<file path="config.mk">
export PLATFORM = sky130hd
export DESIGN_NAME = instruction_fetch_unit
export DESIGN_NICKNAME = d
export VERILOG_FILES = /design/src/rtl/instruction_fetch_unit_pkg.sv /design/src/rtl/instruction_fetch_unit_pc_register.sv /design/src/rtl/instruction_fetch_unit.sv
export SDC_FILE = /design/constraint.sdc
export NUM_CORES = 1
export LEC_CHECK = 0
export CORE_MARGIN = 2
export CORE_UTILIZATION = 41
export DETAILED_ROUTE_END_ITERATION = 10
export HOLD_SLACK_MARGIN = 0.15
export PLACE_DENSITY = 0.75
export SYNTH_ARGS = -nofsm -noshare
export SYNTH_HDL_FRONTEND = slang
export SYNTH_HIERARCHICAL = 1
export SYNTH_SLANG_ARGS = --single-unit
</file>
<file path="constraint.sdc">
create_clock -name clk -period 2.16 [get_ports clk]
set_clock_uncertainty 0.1 [all_clocks]
set_input_delay 0.324 -clock clk [delete_from_list [all_inputs] [get_ports clk]]
set_output_delay 0.324 -clock clk [all_outputs]
set_load 0.02 [all_outputs]
</file>
<file path="src/rtl/instruction_fetch_unit_pkg.sv">
// Shared definitions for the instruction fetch unit: FSM encoding, reset PC and opcode field.
package instruction_fetch_unit_pkg;

   typedef enum logic [1:0] {
      REQ      = 2'd0,
      WAIT_ACK = 2'd1,
      HOLD     = 2'd2,
      ERROR    = 2'd3
   } fetchState_t;

   localparam logic [31:0] DEFAULT_RESET_PC = 32'h0040_0000;
   localparam int          OP_MSB           = 31;
   localparam int          OP_LSB           = 26;

   function automatic logic isWordAligned(input logic [31:0] addr);
      return (addr[1:0] == 2'b00);
   endfunction

endpackage

</file>
<file path="src/rtl/instruction_fetch_unit_pc_register.sv">
// Program counter register with load enable; resets to the configured fetch start address.
module pc_register
   import instruction_fetch_unit_pkg::*;
#(
   parameter logic [31:0] RESET_PC = DEFAULT_RESET_PC
) (
   input  logic        clk,
   input  logic        reset,
   input  logic        load,
   input  logic [31:0] nextPc,
   output logic [31:0] pc
);

   always_ff @(posedge clk or negedge reset) begin
      if (!reset) begin
         pc <= RESET_PC;
      end else if (load) begin
         pc <= nextPc;
      end
   end

endmodule

</file>
<file path="src/rtl/instruction_fetch_unit.sv">
// Instruction fetch FSM: one outstanding memory request, holds each instruction until accepted.
// Define DELAY_SLOT_EN to fetch the instruction after a taken redirect before its target.
module instruction_fetch_unit
   import instruction_fetch_unit_pkg::*;
#(
   parameter logic [31:0] RESET_PC = DEFAULT_RESET_PC
) (
   input  logic        clk,
   input  logic        reset,
   output logic        ImemReq,
   output logic [31:0] ImemAddr,
   input  logic        ImemAck,
   input  logic [31:0] ImemRdata,
   output logic        InstrValid,
   input  logic        InstrReady,
   output logic [31:0] InstrOut,
   output logic [5:0]  OP,
   output logic [31:0] PCOut,
   output logic [31:0] PCPlus4,
   input  logic        Redirect,
   input  logic [31:0] RedirectTarget,
   output logic        FetchError
);

   fetchState_t state;
   logic [31:0] pc;
   logic [31:0] pcNext;
   logic        accept;
   logic        takeRedirect;
   logic        misaligned;
   logic        pcLoad;

   assign accept     = (state == HOLD) && InstrReady;
   assign misaligned = takeRedirect && !isWordAligned(RedirectTarget);
   assign pcLoad     = accept && !misaligned;

`ifdef DELAY_SLOT_EN
   logic        inDelaySlot;
   logic [31:0] slotTarget;

   // The delay-slot instruction cannot redirect; it only releases the pending target.
   assign takeRedirect = Redirect && !inDelaySlot;
   assign pcNext       = inDelaySlot ? slotTarget : pc + 32'd4;

   always_ff @(posedge clk or negedge reset) begin
      if (!reset) begin
         inDelaySlot <= 1'b0;
         slotTarget  <= '0;
      end else if (accept) begin
         if (inDelaySlot) begin
            inDelaySlot <= 1'b0;
         end else if (takeRedirect && isWordAligned(RedirectTarget)) begin
            inDelaySlot <= 1'b1;
            slotTarget  <= RedirectTarget;
         end
      end
   end
`else
   assign takeRedirect = Redirect;
   assign pcNext       = takeRedirect ? RedirectTarget : pc + 32'd4;
`endif

   pc_register #(.RESET_PC(RESET_PC)) uPc (
      .clk    (clk),
      .reset  (reset),
      .load   (pcLoad),
      .nextPc (pcNext),
      .pc     (pc)
   );

   // ImemReq resets low, so the first REQ cycle after reset only raises the request.
   always_ff @(posedge clk or negedge reset) begin
      if (!reset) begin
         state      <= REQ;
         ImemReq    <= 1'b0;
         InstrValid <= 1'b0;
         InstrOut   <= '0;
         PCOut      <= '0;
         FetchError <= 1'b0;
      end else begin
         case (state)
            REQ, WAIT_ACK: begin
               if (!ImemReq) begin
                  ImemReq <= 1'b1;
               end else if (ImemAck) begin
                  InstrOut   <= ImemRdata;
                  PCOut      <= pc;
                  InstrValid <= 1'b1;
                  ImemReq    <= 1'b0;
                  state      <= HOLD;
               end else begin
                  state <= WAIT_ACK;
               end
            end
            HOLD: begin
               if (InstrReady) begin
                  InstrValid <= 1'b0;
                  if (misaligned) begin
                     FetchError <= 1'b1;
                     state      <= ERROR;
                  end else begin
                     ImemReq <= 1'b1;
                     state   <= REQ;
                  end
               end
            end
            default: begin
               ImemReq    <= 1'b0;
               InstrValid <= 1'b0;
               FetchError <= 1'b1;
               state      <= ERROR;
            end
         endcase
      end
   end

   assign ImemAddr = pc;
   assign OP       = InstrOut[OP_MSB:OP_LSB];
   assign PCPlus4  = PCOut + 32'd4;

endmodule

</file>
# ---- Yosys cells after proc, flatten, opt, wreduce, memory -nomap -nowiden
# Cells that the tools add are included.
dict set report op_classes {
  n_eq_ne 7
  reduce_logical 13
  muxes 18
  bitwise 1
  addsub 2
}
# operator n
set op_table {}
lappend op_table {{adder 32 x 3 -> 32 bit (second input constant)} 2}
lappend op_table {{2-to-1 mux 32 bit} 1}
lappend op_table {{!= test 2 bit (second input constant)} 5}
lappend op_table {{2-to-1 mux 1 bit} 9}
lappend op_table {{AND reduction 3 bit} 3}
lappend op_table {{2-to-1 mux 2 bit} 4}
lappend op_table {{case mux 1 bit (2 select lines)} 3}
lappend op_table {{logical NOT 2 bit} 2}
lappend op_table {{case mux 2 bit (2 select lines)} 1}
lappend op_table {{AND reduction 2 bit} 2}
lappend op_table {{logical AND 1 bit} 3}
lappend op_table {{== test 2 x 1 -> 1 bit (second input constant)} 1}
lappend op_table {{== test 2 bit (second input constant)} 1}
lappend op_table {{logical NOT 1 bit} 2}
lappend op_table {{OR reduction 2 bit} 1}
lappend op_table {{NOT 1 bit} 1}
dict set report word_totals {
  input_bits 69
  reg_bits 101
  elab_cells 48
  out_inout_bits 137
}

# ---- Depth between registers and ports, before layout
dict set report depth {
  depth_word 6
  ltp_mapped 7
  depth_no_buf 6
}

# ---- Hierarchy
# The synthesis kept the hierarchy.
# mod area_per_inst_um2 cells_per_inst seq_area_each_um2 instances
set modules_own_cells {}
lappend modules_own_cells {instruction_fetch_unit 4135.2 424 1726.7 1}
lappend modules_own_cells {pc_register 1346.3 68 802.0 1}

# ---- Worst setup path before layout
# OpenSTA, ideal clock, no wires.
dict set report synth_timing {
  path_type {register to register}
  from {register uPc.pc[10]}
  to {register uPc.pc[31]}
  stages_incl_launch_ff 7
  n_path_buf 1
  slack_ns -0.313
  setup_time_ns 0.125
  t_arrival_ns 2.248
  required_time_ns 1.935
  path_cell_list {dfrtp_1 -> nand3_2 -> or4_1 -> buf_2 -> or4_1 -> a31o_1 -> mux2_2}
}
dict set report synth_via {
  elab_chain_len 2
}
# item line_no
set synth_rtl {}
lappend synth_rtl {{from (decl)} instruction_fetch_unit_pc_register.sv:11} ;# output logic [31:0] pc
lappend synth_rtl {{from (signal assigned)} instruction_fetch_unit_pc_register.sv:18} ;# pc <= nextPc;
lappend synth_rtl {{adder 32 x 3 -> 32 bit} instruction_fetch_unit.sv:60} ;# assign pcNext = takeRedirect ? RedirectTarget : pc + 32'd4;
lappend synth_rtl {{2-to-1 mux 32 bit} instruction_fetch_unit.sv:60}
lappend synth_rtl {{via pcNext[31]} instruction_fetch_unit.sv:27} ;# logic [31:0] pcNext;
# The timed path passes the listed nets, and every way through them passes these cells.
# A chain may end at the register's enable or synchronous reset.

# ---- Worst setup path in the final report
dict set report layout_timing {
  from {register PCOut[2]}
  to {output port PCPlus4[28]}
}
dict set report layout_via {
  elab_chain_len 1
}
# item line_no
set layout_rtl {}
lappend layout_rtl {{from (decl)} instruction_fetch_unit.sv:18} ;# output logic [31:0] PCOut,
lappend layout_rtl {{from (signal assigned)} instruction_fetch_unit.sv:87} ;# PCOut <= pc;
lappend layout_rtl {{adder 32 x 3 -> 32 bit} instruction_fetch_unit.sv:119} ;# assign PCPlus4 = PCOut + 32'd4;
lappend layout_rtl {{to (decl)} instruction_fetch_unit.sv:19} ;# output logic [31:0] PCPlus4,
# No other way between the ends.

==> metrics.cfg <==
[run_status]
status=complete, but fails checks
failed_checks=setup timing

[worst_setup_path]
worstSetupEndpointType=output pin
crit_type=flip-flop to output pin
arrival_ns=1.88
cp_max_fo=5
r2r_slack_ns=-0.01
crit_start=PCOut[2]
r2r_start=uPc/pc[2]
timing.rr.end=uPc/pc[30]
r2r_cells=6
path_cells=ha_2 -> nand4_1 -> nor4_2 -> buf_4 -> buf_6 -> nand4_1 -> xnor2_2 -> buf_4
endpoint=PCPlus4[28]
cp.depth=8
startpoint_type=flip-flop
max_stage_delay_ns=0.37
cp.required_ns=1.74
crit_path_top_delay_cell=dfrtp_1
worst-path-buf-inv=3
cp_top_family=buffers and inverters

[yosys]
synthFlopType=dfrtp_1
ys_seq_area_share_pct=46.1
async_reset_ff_share_pct=100
netlist_area_sq_um=5480
yosysWarningCount=6
avgSynthCellArea_sq_um=11.1
syn-num-nets=563
synth_edf_count=0
ys_ff_latch=101
synth_cell_types=43
postSynthCellCount=492

[global_routing]
grt_pass1_wl_um=25800
gr-usage-all-layers_pct=22.5
antenna_found_initial=0
grt-ovfl-total=0
grt_pass1_vias=5199
grt_max_degree=46

[place]
port_buffers=205
place.gp.congestion=0.816
placedCellCount=927
dp_hpwl_um=12100

[cts]
clk_pin_slew_ns=0.07
cts_num_sinks=101
clockRootBuffer=clkbuf_16
clockBufferDepth=2
cts_buffers=9
insertion_delay_ns=0.34
htreeDepth=3
cts_tree=done

[pwr]
max-vdd-ir-drop_uv=800
power_density_nw_per_um2=1470
p_int_mw=8.00
seqPwrFrac_pct=26.7
switching_power_mw=5.44
p_comb_share_pct=61.9
p_leak_nw=3.91
power.share.clock_pct=11.5
switching_share_pct=40.5

[sta]
fin_crit_sh_pct=107
fmax_ghz=0.435
report.final.slew_viol_count=0
hold_violations=0
setup_slack_ns=-0.141
holdWs_ns=0.378
tightest_slew_ns=0.492
min_period_ns=2.30
rsz0062_at_grt=yes
tns_ns=-0.797
relSlewSlack_pct=67.2
setup_viol=15

[detailed_routing]
vias_per_cell=5.34
ant_nets=0
drt_pass1_iterations=4
wl_um=16500
drtIter0Drc=278
route.detailed.drc=0
wire_per_inst_um=17.2
via_count=5133

[layout]
layout_commonest_cell=clkdlybuf4s50_1
fin_nets=852
syn_to_final_growth_pct=66.8
seq_area_sq_um=2550
drive_gt1_share_pct=41.9
antenna_cells=0
multi_input_area_sq_um=3150
post-route-util_pct=69.6
final_cell_count_no_fill=962
fillers=984
final_cell_mix=clkdlybuf4s50_1, buf_4, dfrtp_1

[die]
die_w_um=120
rows=42
die_area_sq_um=14300
initial_utilization_pct=41.7
core_sq_um=13100
die_y_um=120
io_pins=206

[job]
cap_violations=0

[min_path]
hold_class=flip-flop to flip-flop

[what timing repair did]
action / CTS / global route
pin swaps: 14 / 36
hold buffers: 1 / 0
gates resized for setup: 129 / 76
buffers inserted: 8 / 10
gates cloned: 2 / 0
hold endpoints to repair: 35 / 0
setup endpoints to repair: 34 / 43
[flip-flops by register name (all words and copies together) (netlist names)]
name        cells
FetchError      1
ImemReq         1
InstrOut       32
InstrValid      1
PCOut          32
state           2
uPc/pc         32
[per-layer routing]
layer	GRT usage [%]	wire length, um
met1	28.5	6530
met2	38.5	8380
met3	5.04	1330
met4	6.47	314
met5	0	0
[power by group through the flow]
stage          Combinational [mW]  Sequential (mW)  Clock (mW)
2_1_floorplan                2.68             4.93           0
3_3_place_gp                 7.96             3.47           0
3_5_place_dp                 8.10             3.55           0
4_1_cts                      8.07             3.54        1.58
5_1_grt                      8.77             3.70        1.67
6_report                     8.31             3.58        1.54
[area by class of cell]
class / instances / share of cell area (%)
Tap cell: 176 / 2.41
Multi-Input combinational cell: 348 / 34.4
Inverter: 10 / 0.410
Clock buffer: 9 / 2.46
Timing Repair Buffer: 311 / 31.8
Sequential cell: 101 / 27.9
Clock inverter: 7 / 0.616
[cells in the mapped netlist (2+ instances only)]
| cell type | number | area (sq um) |
|---|---|---|
| nand3_1 | 27 | 135 |
| xor2_1 | 8 | 70.1 |
| nand4_1 | 19 | 119 |
| or4_1 | 14 | 105 |
| nor3_1 | 5 | 25.0 |
| buf_2 | 2 | 10.0 |
| o31ai_1 | 5 | 37.5 |
| inv_1 | 9 | 33.8 |
| nand2_1 | 41 | 154 |
| nor4_1 | 6 | 37.5 |
| or3_1 | 9 | 56.3 |
| mux2_2 | 63 | 709 |
| xnor2_1 | 31 | 272 |
| clkbuf_1 | 18 | 67.6 |
| ha_1 | 2 | 25.0 |
| and3_1 | 8 | 50.1 |
| nor2_1 | 19 | 71.3 |
| buf_12 | 3 | 60.1 |
| o211ai_1 | 4 | 30.0 |
| o21ai_0 | 28 | 140 |
| a31oi_1 | 11 | 68.8 |
| and4_1 | 3 | 26.3 |
| mux2_4 | 30 | 450 |
| nand3_2 | 2 | 20.0 |
| buf_4 | 8 | 60.1 |
| dfrtp_1 | 100 | 2500 |
[worst min-delay path by stage]
stage | slack [ns] | endpoint | startpoint | depth (start not counted)
after global placement | 0.21 | InstrOut[31] | reset | 1
after detailed placement | 0.21 | PCOut[28] | reset | 1
after CTS | 0.39 | FetchError | FetchError | 1
after global routing | 0.41 | InstrValid | InstrValid | 2
final | 0.38 | FetchError | FetchError | 1
after floorplan | -0.07 | FetchError | reset | 0
[cell families (layout without fill, tap and decap cells)]
| logic type | Yosys count | after routing | share of synthesized area, % |
|---|---|---|---|
| AND/OR/NAND/NOR | 161 | 161 | 15.7 |
| flip-flops | 101 | 101 | 46.1 |
| multiplexers | 93 | 93 | 21.2 |
| AO/OA/AOI/OAI | 53 | 53 | 5.80 |
| buffers and inverters | 43 | 337 | 4.56 |
| XOR/XNOR | 39 | 39 | 6.23 |
| adder cells (fa/ha/maj) | 2 | 2 | 0.456 |
[per-stage QoR]
stage / total power, mW / cell area (sq um) / worst slack [ns]
5_1_grt: 14.1 / 9150 / -0.294
4_1_cts: 13.2 / 8790 / -0.177
3_3_place_gp: 11.4 / 8440 / -0.154
3_5_place_dp: 11.7 / 8440 / -0.237
6_report: 13.4 / 9150 / -0.141
2_1_floorplan: 7.61 / 5660 / -0.209
Power figures use the tool's default switching activity.
